[src/rtl/uart_apb3_responder.sv]
// rtl/uart_apb3_responder.sv - APB3 completer UART: 8N1 TX/RX with FIFOs, sticky errors and irq
module uart_apb3_responder #(
    parameter int DATA_WIDTH  = 8,
    parameter int ADDR_WIDTH  = 32,
    parameter int BUS_WIDTH   = 32,
    parameter int FIFO_DEPTH  = 4,
    parameter int DEFAULT_DIV = 16
) (
    input  logic                  clk,
    input  logic                  rst_n,
    input  logic [ADDR_WIDTH-1:0] paddr,
    input  logic                  pselx,
    input  logic                  penable,
    input  logic                  pwrite,
    input  logic [BUS_WIDTH-1:0]  pwdata,
    output logic                  pready,
    output logic [BUS_WIDTH-1:0]  prdata,
    output logic                  pslverr,
    output logic                  tx_o,
    input  logic                  rx_i,
    output logic                  irq_o
);
    localparam int PW = $clog2(FIFO_DEPTH);
    localparam int CW = PW + 1;
    localparam int BW = $clog2(DATA_WIDTH);
    localparam logic [CW-1:0] DEPTH_C  = CW'(FIFO_DEPTH);
    localparam logic [BW-1:0] LAST_BIT = BW'(DATA_WIDTH - 1);

    typedef enum logic [1:0] {ST_IDLE, ST_START, ST_DATA, ST_STOP} uart_state_e;

    logic [4:0]            ctrl_q, ctrl_d;
    logic [15:0]           div_q, div_d;
    logic                  overrun_q, overrun_d, frame_err_q, frame_err_d, irq_q, irq_d;

    logic [DATA_WIDTH-1:0] tx_mem_q [FIFO_DEPTH];
    logic [DATA_WIDTH-1:0] tx_mem_d [FIFO_DEPTH];
    logic [PW-1:0]         tx_wptr_q, tx_wptr_d, tx_rptr_q, tx_rptr_d;
    logic [CW-1:0]         tx_cnt_q, tx_cnt_d;
    uart_state_e           tx_state_q, tx_state_d;
    logic [15:0]           tx_tick_q, tx_tick_d, tx_reload_q, tx_reload_d;
    logic [DATA_WIDTH-1:0] tx_shift_q, tx_shift_d;
    logic [BW-1:0]         tx_bit_q, tx_bit_d;
    logic                  tx_out_q, tx_out_d;

    logic [DATA_WIDTH-1:0] rx_mem_q [FIFO_DEPTH];
    logic [DATA_WIDTH-1:0] rx_mem_d [FIFO_DEPTH];
    logic [PW-1:0]         rx_wptr_q, rx_wptr_d, rx_rptr_q, rx_rptr_d;
    logic [CW-1:0]         rx_cnt_q, rx_cnt_d;
    uart_state_e           rx_state_q, rx_state_d;
    logic [15:0]           rx_tick_q, rx_tick_d, rx_reload_q, rx_reload_d;
    logic [DATA_WIDTH-1:0] rx_shift_q, rx_shift_d;
    logic [BW-1:0]         rx_bit_q, rx_bit_d;
    logic                  rx_wait_q, rx_wait_d;
    logic [1:0]            rx_sync_q, rx_sync_d;

    logic       access, wr_data, rd_data, wr_status, wr_ctrl, wr_div;
    logic       tx_full, tx_empty, rx_full, rx_empty, tx_busy;
    logic       tx_push, tx_pop, tx_launch, rx_push, rx_pop, rx_ovf, rx_ferr, rx_s;
    logic [1:0] reg_sel;
    logic [6:0] status_w;
    logic       unused_bits;

    assign unused_bits = ^{paddr[ADDR_WIDTH-1:4], paddr[1:0], pwdata[BUS_WIDTH-1:16]};

    assign access    = pselx & penable;
    assign reg_sel   = paddr[3:2];
    assign wr_data   = access & pwrite & (reg_sel == 2'd0);
    assign rd_data   = access & ~pwrite & (reg_sel == 2'd0);
    assign wr_status = access & pwrite & (reg_sel == 2'd1);
    assign wr_ctrl   = access & pwrite & (reg_sel == 2'd2);
    assign wr_div    = access & pwrite & (reg_sel == 2'd3);

    assign tx_full  = (tx_cnt_q == DEPTH_C);
    assign tx_empty = (tx_cnt_q == '0);
    assign rx_full  = (rx_cnt_q == DEPTH_C);
    assign rx_empty = (rx_cnt_q == '0);
    assign tx_busy  = (tx_state_q != ST_IDLE);
    assign tx_push  = wr_data & ~tx_full;
    assign rx_pop   = rd_data & ~rx_empty;
    assign rx_s     = rx_sync_q[1];
    assign status_w = {frame_err_q, overrun_q, tx_busy, rx_full, rx_empty, tx_empty, tx_full};

    assign pready = access;
    assign tx_o   = tx_out_q;
    assign irq_o  = irq_q;

    always_comb begin
        prdata  = '0;
        pslverr = 1'b0;
        if (access) begin
            case (reg_sel)
                2'd0: begin
                    if (pwrite) begin
                        pslverr = tx_full;
                    end else if (rx_empty) begin
                        pslverr = 1'b1;
                    end else begin
                        prdata[DATA_WIDTH-1:0] = rx_mem_q[rx_rptr_q];
                    end
                end
                2'd1:    if (!pwrite) prdata[6:0]  = status_w;
                2'd2:    if (!pwrite) prdata[4:0]  = ctrl_q;
                default: if (!pwrite) prdata[15:0] = div_q;
            endcase
        end
    end

    // Register file, sticky flags, interrupt and FIFO bookkeeping
    always_comb begin
        ctrl_d = wr_ctrl ? pwdata[4:0] : ctrl_q;
        div_d  = div_q;
        if (wr_div) div_d = (pwdata[15:0] < 16'd2) ? 16'd2 : pwdata[15:0];

        overrun_d   = overrun_q;
        frame_err_d = frame_err_q;
        if (wr_status && pwdata[5]) overrun_d   = 1'b0;
        if (wr_status && pwdata[6]) frame_err_d = 1'b0;
        if (rx_ovf)  overrun_d   = 1'b1;
        if (rx_ferr) frame_err_d = 1'b1;

        irq_d = (ctrl_q[2] & ~rx_empty) | (ctrl_q[3] & tx_empty) |
                (ctrl_q[4] & (overrun_q | frame_err_q));

        tx_mem_d  = tx_mem_q;
        tx_wptr_d = tx_wptr_q;
        tx_rptr_d = tx_rptr_q;
        tx_cnt_d  = tx_cnt_q;
        if (tx_push) begin
            tx_mem_d[tx_wptr_q] = pwdata[DATA_WIDTH-1:0];
            tx_wptr_d           = tx_wptr_q + 1'b1;
        end
        if (tx_pop) tx_rptr_d = tx_rptr_q + 1'b1;
        case ({tx_push, tx_pop})
            2'b10:   tx_cnt_d = tx_cnt_q + 1'b1;
            2'b01:   tx_cnt_d = tx_cnt_q - 1'b1;
            default: tx_cnt_d = tx_cnt_q;
        endcase

        rx_mem_d  = rx_mem_q;
        rx_wptr_d = rx_wptr_q;
        rx_rptr_d = rx_rptr_q;
        rx_cnt_d  = rx_cnt_q;
        if (rx_push) begin
            rx_mem_d[rx_wptr_q] = rx_shift_q;
            rx_wptr_d           = rx_wptr_q + 1'b1;
        end
        if (rx_pop) rx_rptr_d = rx_rptr_q + 1'b1;
        case ({rx_push, rx_pop})
            2'b10:   rx_cnt_d = rx_cnt_q + 1'b1;
            2'b01:   rx_cnt_d = rx_cnt_q - 1'b1;
            default: rx_cnt_d = rx_cnt_q;
        endcase
    end

    // TX FSM: a stop bit that ends with data queued launches the next start bit directly
    always_comb begin
        tx_state_d  = tx_state_q;
        tx_tick_d   = tx_tick_q;
        tx_reload_d = tx_reload_q;
        tx_shift_d  = tx_shift_q;
        tx_bit_d    = tx_bit_q;
        tx_out_d    = tx_out_q;
        tx_launch   = 1'b0;
        tx_pop      = 1'b0;
        case (tx_state_q)
            ST_IDLE: begin
                tx_out_d  = 1'b1;
                tx_launch = ctrl_q[0] & ~tx_empty;
            end
            ST_START: begin
                if (tx_tick_q == '0) begin
                    tx_state_d = ST_DATA;
                    tx_tick_d  = tx_reload_q - 16'd1;
                    tx_bit_d   = '0;
                    tx_out_d   = tx_shift_q[0];
                end else begin
                    tx_tick_d = tx_tick_q - 16'd1;
                end
            end
            ST_DATA: begin
                if (tx_tick_q == '0) begin
                    tx_tick_d = tx_reload_q - 16'd1;
                    if (tx_bit_q == LAST_BIT) begin
                        tx_state_d = ST_STOP;
                        tx_out_d   = 1'b1;
                    end else begin
                        tx_bit_d   = tx_bit_q + 1'b1;
                        tx_shift_d = tx_shift_q >> 1;
                        tx_out_d   = tx_shift_q[1];
                    end
                end else begin
                    tx_tick_d = tx_tick_q - 16'd1;
                end
            end
            default: begin
                if (tx_tick_q == '0) begin
                    tx_state_d = ST_IDLE;
                    tx_out_d   = 1'b1;
                    tx_launch  = ctrl_q[0] & ~tx_empty;
                end else begin
                    tx_tick_d = tx_tick_q - 16'd1;
                end
            end
        endcase
        if (tx_launch) begin
            tx_pop      = 1'b1;
            tx_state_d  = ST_START;
            tx_shift_d  = tx_mem_q[tx_rptr_q];
            tx_reload_d = div_q;
            tx_tick_d   = div_q - 16'd1;
            tx_out_d    = 1'b0;
        end
    end

    // RX FSM: samples mid-bit; after a framing error it holds in STOP until the line idles
    always_comb begin
        rx_sync_d   = {rx_sync_q[0], rx_i};
        rx_state_d  = rx_state_q;
        rx_tick_d   = rx_tick_q;
        rx_reload_d = rx_reload_q;
        rx_shift_d  = rx_shift_q;
        rx_bit_d    = rx_bit_q;
        rx_wait_d   = rx_wait_q;
        rx_push     = 1'b0;
        rx_ovf      = 1'b0;
        rx_ferr     = 1'b0;
        case (rx_state_q)
            ST_IDLE: begin
                if (ctrl_q[1] && !rx_s) begin
                    rx_state_d  = ST_START;
                    rx_reload_d = div_q;
                    rx_tick_d   = {1'b0, div_q[15:1]} - 16'd1;
                end
            end
            ST_START: begin
                if (rx_tick_q == '0) begin
                    rx_state_d = rx_s ? ST_IDLE : ST_DATA;
                    rx_tick_d  = rx_reload_q - 16'd1;
                    rx_bit_d   = '0;
                end else begin
                    rx_tick_d = rx_tick_q - 16'd1;
                end
            end
            ST_DATA: begin
                if (rx_tick_q == '0) begin
                    rx_shift_d = {rx_s, rx_shift_q[DATA_WIDTH-1:1]};
                    rx_tick_d  = rx_reload_q - 16'd1;
                    if (rx_bit_q == LAST_BIT) rx_state_d = ST_STOP;
                    else                      rx_bit_d   = rx_bit_q + 1'b1;
                end else begin
                    rx_tick_d = rx_tick_q - 16'd1;
                end
            end
            default: begin
                if (rx_wait_q) begin
                    if (rx_s) begin
                        rx_wait_d  = 1'b0;
                        rx_state_d = ST_IDLE;
                    end
                end else if (rx_tick_q == '0) begin
                    if (!rx_s) begin
                        rx_ferr   = 1'b1;
                        rx_wait_d = 1'b1;
                    end else begin
                        rx_state_d = ST_IDLE;
                        if (rx_full && !rx_pop) rx_ovf  = 1'b1;
                        else                    rx_push = 1'b1;
                    end
                end else begin
                    rx_tick_d = rx_tick_q - 16'd1;
                end
            end
        endcase
    end

    always_ff @(posedge clk or negedge rst_n) begin
        if (!rst_n) begin
            ctrl_q      <= 5'h03;
            div_q       <= 16'(DEFAULT_DIV);
            overrun_q   <= 1'b0;
            frame_err_q <= 1'b0;
            irq_q       <= 1'b0;
            for (int i = 0; i < FIFO_DEPTH; i++) begin
                tx_mem_q[i] <= '0;
                rx_mem_q[i] <= '0;
            end
            tx_wptr_q   <= '0;
            tx_rptr_q   <= '0;
            tx_cnt_q    <= '0;
            tx_state_q  <= ST_IDLE;
            tx_tick_q   <= '0;
            tx_reload_q <= '0;
            tx_shift_q  <= '0;
            tx_bit_q    <= '0;
            tx_out_q    <= 1'b1;
            rx_wptr_q   <= '0;
            rx_rptr_q   <= '0;
            rx_cnt_q    <= '0;
            rx_state_q  <= ST_IDLE;
            rx_tick_q   <= '0;
            rx_reload_q <= '0;
            rx_shift_q  <= '0;
            rx_bit_q    <= '0;
            rx_wait_q   <= 1'b0;
            rx_sync_q   <= 2'b11;
        end else begin
            ctrl_q      <= ctrl_d;
            div_q       <= div_d;
            overrun_q   <= overrun_d;
            frame_err_q <= frame_err_d;
            irq_q       <= irq_d;
            tx_mem_q    <= tx_mem_d;
            rx_mem_q    <= rx_mem_d;
            tx_wptr_q   <= tx_wptr_d;
            tx_rptr_q   <= tx_rptr_d;
            tx_cnt_q    <= tx_cnt_d;
            tx_state_q  <= tx_state_d;
            tx_tick_q   <= tx_tick_d;
            tx_reload_q <= tx_reload_d;
            tx_shift_q  <= tx_shift_d;
            tx_bit_q    <= tx_bit_d;
            tx_out_q    <= tx_out_d;
            rx_wptr_q   <= rx_wptr_d;
            rx_rptr_q   <= rx_rptr_d;
            rx_cnt_q    <= rx_cnt_d;
            rx_state_q  <= rx_state_d;
            rx_tick_q   <= rx_tick_d;
            rx_reload_q <= rx_reload_d;
            rx_shift_q  <= rx_shift_d;
            rx_bit_q    <= rx_bit_d;
            rx_wait_q   <= rx_wait_d;
            rx_sync_q   <= rx_sync_d;
        end
    end
endmodule

[config.mk]
export PLATFORM = sky130hd
export DESIGN_NAME = uart_apb3_responder
export DESIGN_NICKNAME = d
export VERILOG_FILES = /design/src/rtl/uart_apb3_responder.sv
export SDC_FILE = /design/constraint.sdc
export NUM_CORES = 1
export LEC_CHECK = 0
export BUFFER_PORTS_ARGS = -buffer_cell sky130_fd_sc_hd__buf_2
export CAP_MARGIN = 20
export CORE_AREA = 3 3 200 182
export DETAILED_ROUTE_END_ITERATION = 10
export DIE_AREA = 0 0 203 185
export GPL_TIMING_DRIVEN = 0
export PLACE_DENSITY = 0.52
export SETUP_SLACK_MARGIN = 0.2
export SYNTH_ARGS = -nofsm -noshare
export SYNTH_HDL_FRONTEND = slang
export SYNTH_SLANG_ARGS = --single-unit
[constraint.sdc]
create_clock -name clk -period 2.9 [get_ports clk]
set_clock_uncertainty 0.15 [all_clocks]
set_input_delay 0.58 -clock clk [delete_from_list [all_inputs] [get_ports clk]]
set_output_delay 0.58 -clock clk [all_outputs]
set_load 0.02 [all_outputs]
=== After elaboration in Yosys (flattened, before gate mapping) ===
Cells that the tools add are included.
W data, S select, Z words.

* Bits in registers: 196
* Bits of input ports: 70
* Output and inout port bits: 36
* Word-level logic and storage cells: 245

* $add $sub $neg: 16
* Order comparisons: 7
* Equality and inequality tests: 31
* Multiplexer cells: 93
* Bitwise gates (word level): 25
* Reductions and logical operators: 41

{| class="wikitable"
|+ Operators with widths
! cell !! number
|-
| $mux W16 || 10
|-
| $mux W8 || 13
|-
| $sub A16 B1 Y16 const B || 5
|-
| $bwmux W32 || 2
|-
| $pmux W16 S2 || 2
|-
| $bmux W8 S2 || 2
|-
| $demux W8 S2 || 2
|-
| $logic_not A16 Y1 || 2
|-
| $mux W1 || 30
|-
| $mux W2 || 13
|-
| $pmux W3 S2 || 4
|-
| $ne A2 B2 Y1 const B || 10
|-
| $mux W3 || 6
|-
| $pmux W2 S3 || 3
|-
| $reduce_bool A2 Y1 || 9
|-
| $lt A16 B2 Y1 const B || 1
|-
| $sub A15 B1 Y16 const B || 1
|-
| $pmux W5 S3 || 1
|-
| $and A1 B1 Y1 || 14
|-
| $add A3 B1 Y3 const B || 4
|-
| $eq A2 B2 Y1 const B || 6
|-
| $eq A3 B3 Y1 const B || 4
|-
| $ge A3 B3 Y1 const B || 4
|-
| $ne A3 B3 Y1 const B || 4
|-
| 23 further kinds || 61
|}

=== Logic depth before layout (Yosys ltp) ===
* Depth after elaboration: 13
* Gate-level depth with buffers: 15
* Gate-level depth less buffers: 12

=== Worst setup path before layout ===
OpenSTA, ideal clock, no wires.

* Path type: register -> register
* Start point: register tx_tick_q[7]
* End point: register tx_cnt_q[2]
* Library setup time: 79 ps
* Data arrival time: 2947 ps
* Required time: 2671 ps
* Slack: -276 ps
* Cell stages (with the launch flop): 13
* Buffers on the path: 2
* Clock period less this slack: 3176 ps
* Path through: dfrtp_1 > or4_4 > nor4_4 > a21oi_2 > inv_1 > buf_4 > buf_4 > ha_1 > inv_1 > fa_1 > xor2_1 > nor2_1 > xor2_1

* Longest elaborated chain between the ends: 6
* Elaborated cells on any way between the ends: 8
* Classes of those cells: eq/ne: 2; mux: 4; reduce/logical: 2

{| class="wikitable"
|+ RTL lines
! element !! RTL line !! source
|-
| from (decl) || 40 || <nowiki>logic [15:0] tx_tick_q, tx_tick_d, tx_reload_q, tx_reload_d;</nowiki>
|-
| from (signal assigned) || 318 || <nowiki>tx_tick_q <= tx_tick_d;</nowiki>
|-
| $logic_not A16 Y1 * || 196 || <nowiki>if (tx_tick_q == '0) begin</nowiki>
|-
| $mux W1 * || 196 ||
|-
| $pmux W1 S2 * || 165 || <nowiki>case (tx_state_q)</nowiki>
|-
| $mux W1 * || 205 || <nowiki>if (tx_launch) begin</nowiki>
|-
| $eq A2 B1 Y1 or $eq A2 B2 Y1 (tied branches) || 133 || <nowiki>case ({tx_push, tx_pop})</nowiki>
|-
| $pmux W3 S2 or $reduce_bool A2 Y1 (tied branches) || -- ||
|-
| to (signal assigned) || 316 || <nowiki>tx_cnt_q <= tx_cnt_d;</nowiki>
|-
| to (decl) || 38 || <nowiki>logic [CW-1:0] tx_cnt_q, tx_cnt_d;</nowiki>
|}

Mark *: on every way between the ends. The rest lies on a longest branch, timed or not.
A chain may end at the register's enable or synchronous reset.

=== Worst setup path after layout ===
* Start point: register rx_rptr_q[0]
* End point: output prdata[3]

* Longest elaborated chain between the ends: 8

{| class="wikitable"
|+ RTL lines
! element !! RTL line !! source
|-
| from (decl) || 47 || <nowiki>logic [PW-1:0] rx_wptr_q, rx_wptr_d, rx_rptr_q, rx_rptr_d;</nowiki>
|-
| from (signal assigned) || 324 || <nowiki>rx_rptr_q <= rx_rptr_d;</nowiki>
|-
| $not A2 Y3 (not written as such) || 98 || <nowiki>prdata[DATA_WIDTH-1:0] = rx_mem_q[rx_rptr_q];</nowiki>
|-
| $bmux W8 S2 || 98 ||
|-
| $mux W8 (not written as such) (2 in series) || 98 ||
|-
| $mux W8 || 95 || <nowiki>end else if (rx_empty) begin</nowiki>
|-
| $mux W8 || 93 || <nowiki>if (pwrite) begin</nowiki>
|-
| $pmux W5 S3 || 91 || <nowiki>case (reg_sel)</nowiki>
|-
| $mux W16 || 90 || <nowiki>if (access) begin</nowiki>
|-
| to (decl) || 17 || <nowiki>output logic [BUS_WIDTH-1:0] prdata,</nowiki>
|}

Every way passes these cells. The select of a mux whose other input is x is not followed.

==> metrics.yaml <==
status:
  status: "finished, final reports clean"
synthesis:
  synthFlopType: "dfrtp_1"
  syn_area_um2: 11300
  synth_seq_area_share_pct: 43.5
  async_reset_ff_share_pct: 100
  yosys_warnings: 0
  postSynthCellCount: 1106
  avgSynthCellArea_um2: 10.2
  synth_cell_types: 81
  synth_edf_count: 0
  ys_seq_elements: 196
layout:
  mostFrequentLayoutCells: "dfrtp_1 (187), nand2_1 (132), mux2_2 (102)"
  fill_cells: 3439
  drive_gt1_share_pct: 29.2
  num_antenna_cells: 0
  area_delta_synth_final_pct: 19.5
  fin_util_pct: 39.5
  stdcell_count: 1693
  fin_nets: 1322
  multi_input_area_um2: 6280
  regArea_um2: 4920
  design_area_um2: 13500
  final_common_cell: "dfrtp_1"
detailed_routing:
  drc: 0
  totalWireLength_um: 31500
  wire_per_inst_um: 18.6
  drtIter0Drc: 573
  drt_first_pass_iters: 7
  vias: 8794
  via_per_inst: 5.19
  final_antenna_net_count: 0
clock_network:
  tritoncts: "built"
  root_buffer: "clkbuf_16"
  clk_latency_ns: 0.44
  clock_sinks: 196
  cts_buffers: 17
  ctsHoldBuffers: 0
  clk_path_buf_depth: 2
  cts_max_level: 4
  cts.clk_slew.worst_paths_ns: 0.08
pwr:
  peakVddDrop_uv: 363
  powerDensity_nw_per_um2: 867
  p_leak_nw: 5.94
  fin_total_pwr_mw: 11.7
placement:
  dpl_worst_slack_ns: -0.364
  portBuffers: 42
  dpl.hpwl_um: 22000
  dp.cells: 1626
  place.gp.congestion: 0.871
  placed_area_um2: 12200
global_route:
  grt.total_usage_pct: 16.6
  grt_max_degree: 102
  grt_first_pass_wirelength_um: 48900
  overflow: 0
  antenna_found_initial: 0
  grt_pass1_vias: 8526
critical_path:
  cp_max_fo: 8
  required_ns: 2.17
  cp_slowest_cell: "mux4_2"
  worstPathCellList: "clkbuf_16, buf_6, mux4_2, a222oi_1, nor2_1, buf_4"
  startpoint_type: "register"
  worstPathArrival_ns: 2.11
  path_buf_inv: 3
  crit_path_end_kind: "output port"
  path_class: "register to output port"
  max_stage_delay_ns: 0.48
  crit_family: "multiplexers"
sta:
  setup_viol: 0
  worst_pin_slew_ns: 0.861
  finalHoldViolCount: 0
  slew_viol_final: 0
  setup_ws_ns: 0.0578
  grt_setup_unrepaired: "true"
  post-route-min-period_ns: 2.84
  period_share_pct: 98.0
  relSlewSlack_pct: 42.5
  max_freq_ghz: 0.352
floorplan:
  die_y_um: 185
  die_x_um: 203
  core_area_um2: 34200
  rows: 64
  fp.dieArea_um2: 37600
  io_pins: 106
  start_util_pct: 33.1
flow_run:
  cap_violations: 0
hold_path:
  hp-class: "input port to async pin"
## sequential cells by signal, summed over array words and instances (netlist names), 3 cells and up
| signal | flops |
|---|---|
| rx_mem_q | 32 |
| tx_reload_q | 16 |
| rx_bit_q | 3 |
| rx_shift_q | 8 |
| tx_bit_q | 3 |
| tx_tick_q | 16 |
| ctrl_q | 5 |
| tx_mem_q | 32 |
| rx_tick_q | 16 |
| tx_cnt_q | 3 |
| rx_cnt_q | 3 |
| rx_reload_q | 16 |
| div_q | 16 |
| tx_shift_q | 8 |
## report_power, final
group	total (mW)	leakage [nW]	switching, mW	internal (mW)
Sequential	4.41	2.53	0.852	3.56
Combinational	4.92	3.15	2.72	2.19
Clock	2.38	0.272	1.21	1.17
## cell families (layout without fill, tap and decap cells)
logic type / count (synthesis) / after routing / synth area share, %
AND/OR/NAND/NOR: 367 / 369 / 16.6
flip-flops: 196 / 196 / 43.5
AO/OA/AOI/OAI: 193 / 193 / 11.5
multiplexers: 132 / 132 / 14.6
buffers and inverters: 113 / 221 / 4.53
XOR/XNOR: 70 / 70 / 5.42
adder cells (fa/ha/maj): 34 / 34 / 3.90
other: 1 / 16 / 0.0332
## synth_stat cells (4+ instances only)
library cell  count  area, um2
o2111ai_1         4       35.0
ha_1             32        400
nor3b_1           6       45.0
dfrtp_1         190       4750
a221oi_1          4       35.0
nand3_1          24        120
and2_1           12       75.1
xnor2_1          39        342
nand2b_1          4       25.0
mux4_2           16        360
xor2_1           31        272
nor4_1           18        113
a32oi_1           7       61.3
o31ai_1           6       45.0
o211ai_1          5       37.5
o21a_1            5       37.5
dfstp_2           6        158
a22oi_1          13       97.6
nor2_1           58        218
a31oi_1          15       93.8
nand4_1           6       37.5
mux2_2          102       1150
buf_2            10       50.1
nor3_1           39        195
o22ai_1           8       50.1
a22o_1            9       78.8
a211oi_1          4       30.0
nand2_2           5       31.3
nor2b_1           5       31.3
a21oi_1          17       85.1
clkbuf_1         41        154
buf_4            18        135
nor4_2            4       50.1
a211o_1           5       43.8
buf_1             4       15.0
nand2_1         137        514
o21ai_0          59        295
inv_1            39        146
or3_1            13       81.3
or4_1             8       60.1
mux2i_1          13        130
## routing by layer
layer | up-vias | track usage, % | routed length [um]
li1 | 4182 | - | -
met5 | - | 0 | 0
met2 | 180 | 27.1 | 14700
met1 | 4404 | 23.7 | 15200
met4 | 0 | 3.88 | 425
met3 | 28 | 2.11 | 1200
## repair_timing
item / in CTS / in global routing
gates cloned: 0 / 2
buffers inserted: 22 / 12
pin swaps: 17 / 17
endpoints found under the setup margin: 91 / 81
resized for setup: 54 / 68
## metrics by stage
stage,setup TNS [ns],hold slack [ns]
6_report,0,0.0221
5_1_grt,-0.0903,0.0591
4_1_cts,0,0.0526
3_5_place_dp,-5.10,0.207
3_3_place_gp,-468.52,0.212
2_1_floorplan,0,0.134
## worst paths after layout
kind,from,endpoint,slack (ns),depth (start not counted)
worst max-delay path,rx_rptr_q[0],prdata[3],0.06,6
worst min-delay path,rst_n,rx_mem_q[10],0.02,1
worst max register to register,tx_tick_q[1],tx_cnt_q[2],0.13,14
worst min register to register,rx_sync_q[0],rx_sync_q[1],0.22,0
max in group asynchronous,rst_n,tx_o,1.62,2
min in group clk,rx_i,rx_sync_q[0],0.08,1
## layout make-up
| class | instances | area share [%] |
|---|---|---|
| sequential | 196 | 36.4 |
| multi-input combinational | 814 | 46.5 |
| timing repair buffer | 77 | 4.12 |
| clock inverter | 14 | 1.07 |
| buffer | 73 | 3.23 |
| inverter | 39 | 1.11 |
| tap | 462 | 4.28 |
| clock buffer | 18 | 3.25 |
No activity file was read; power rests on OpenSTA's default activity.
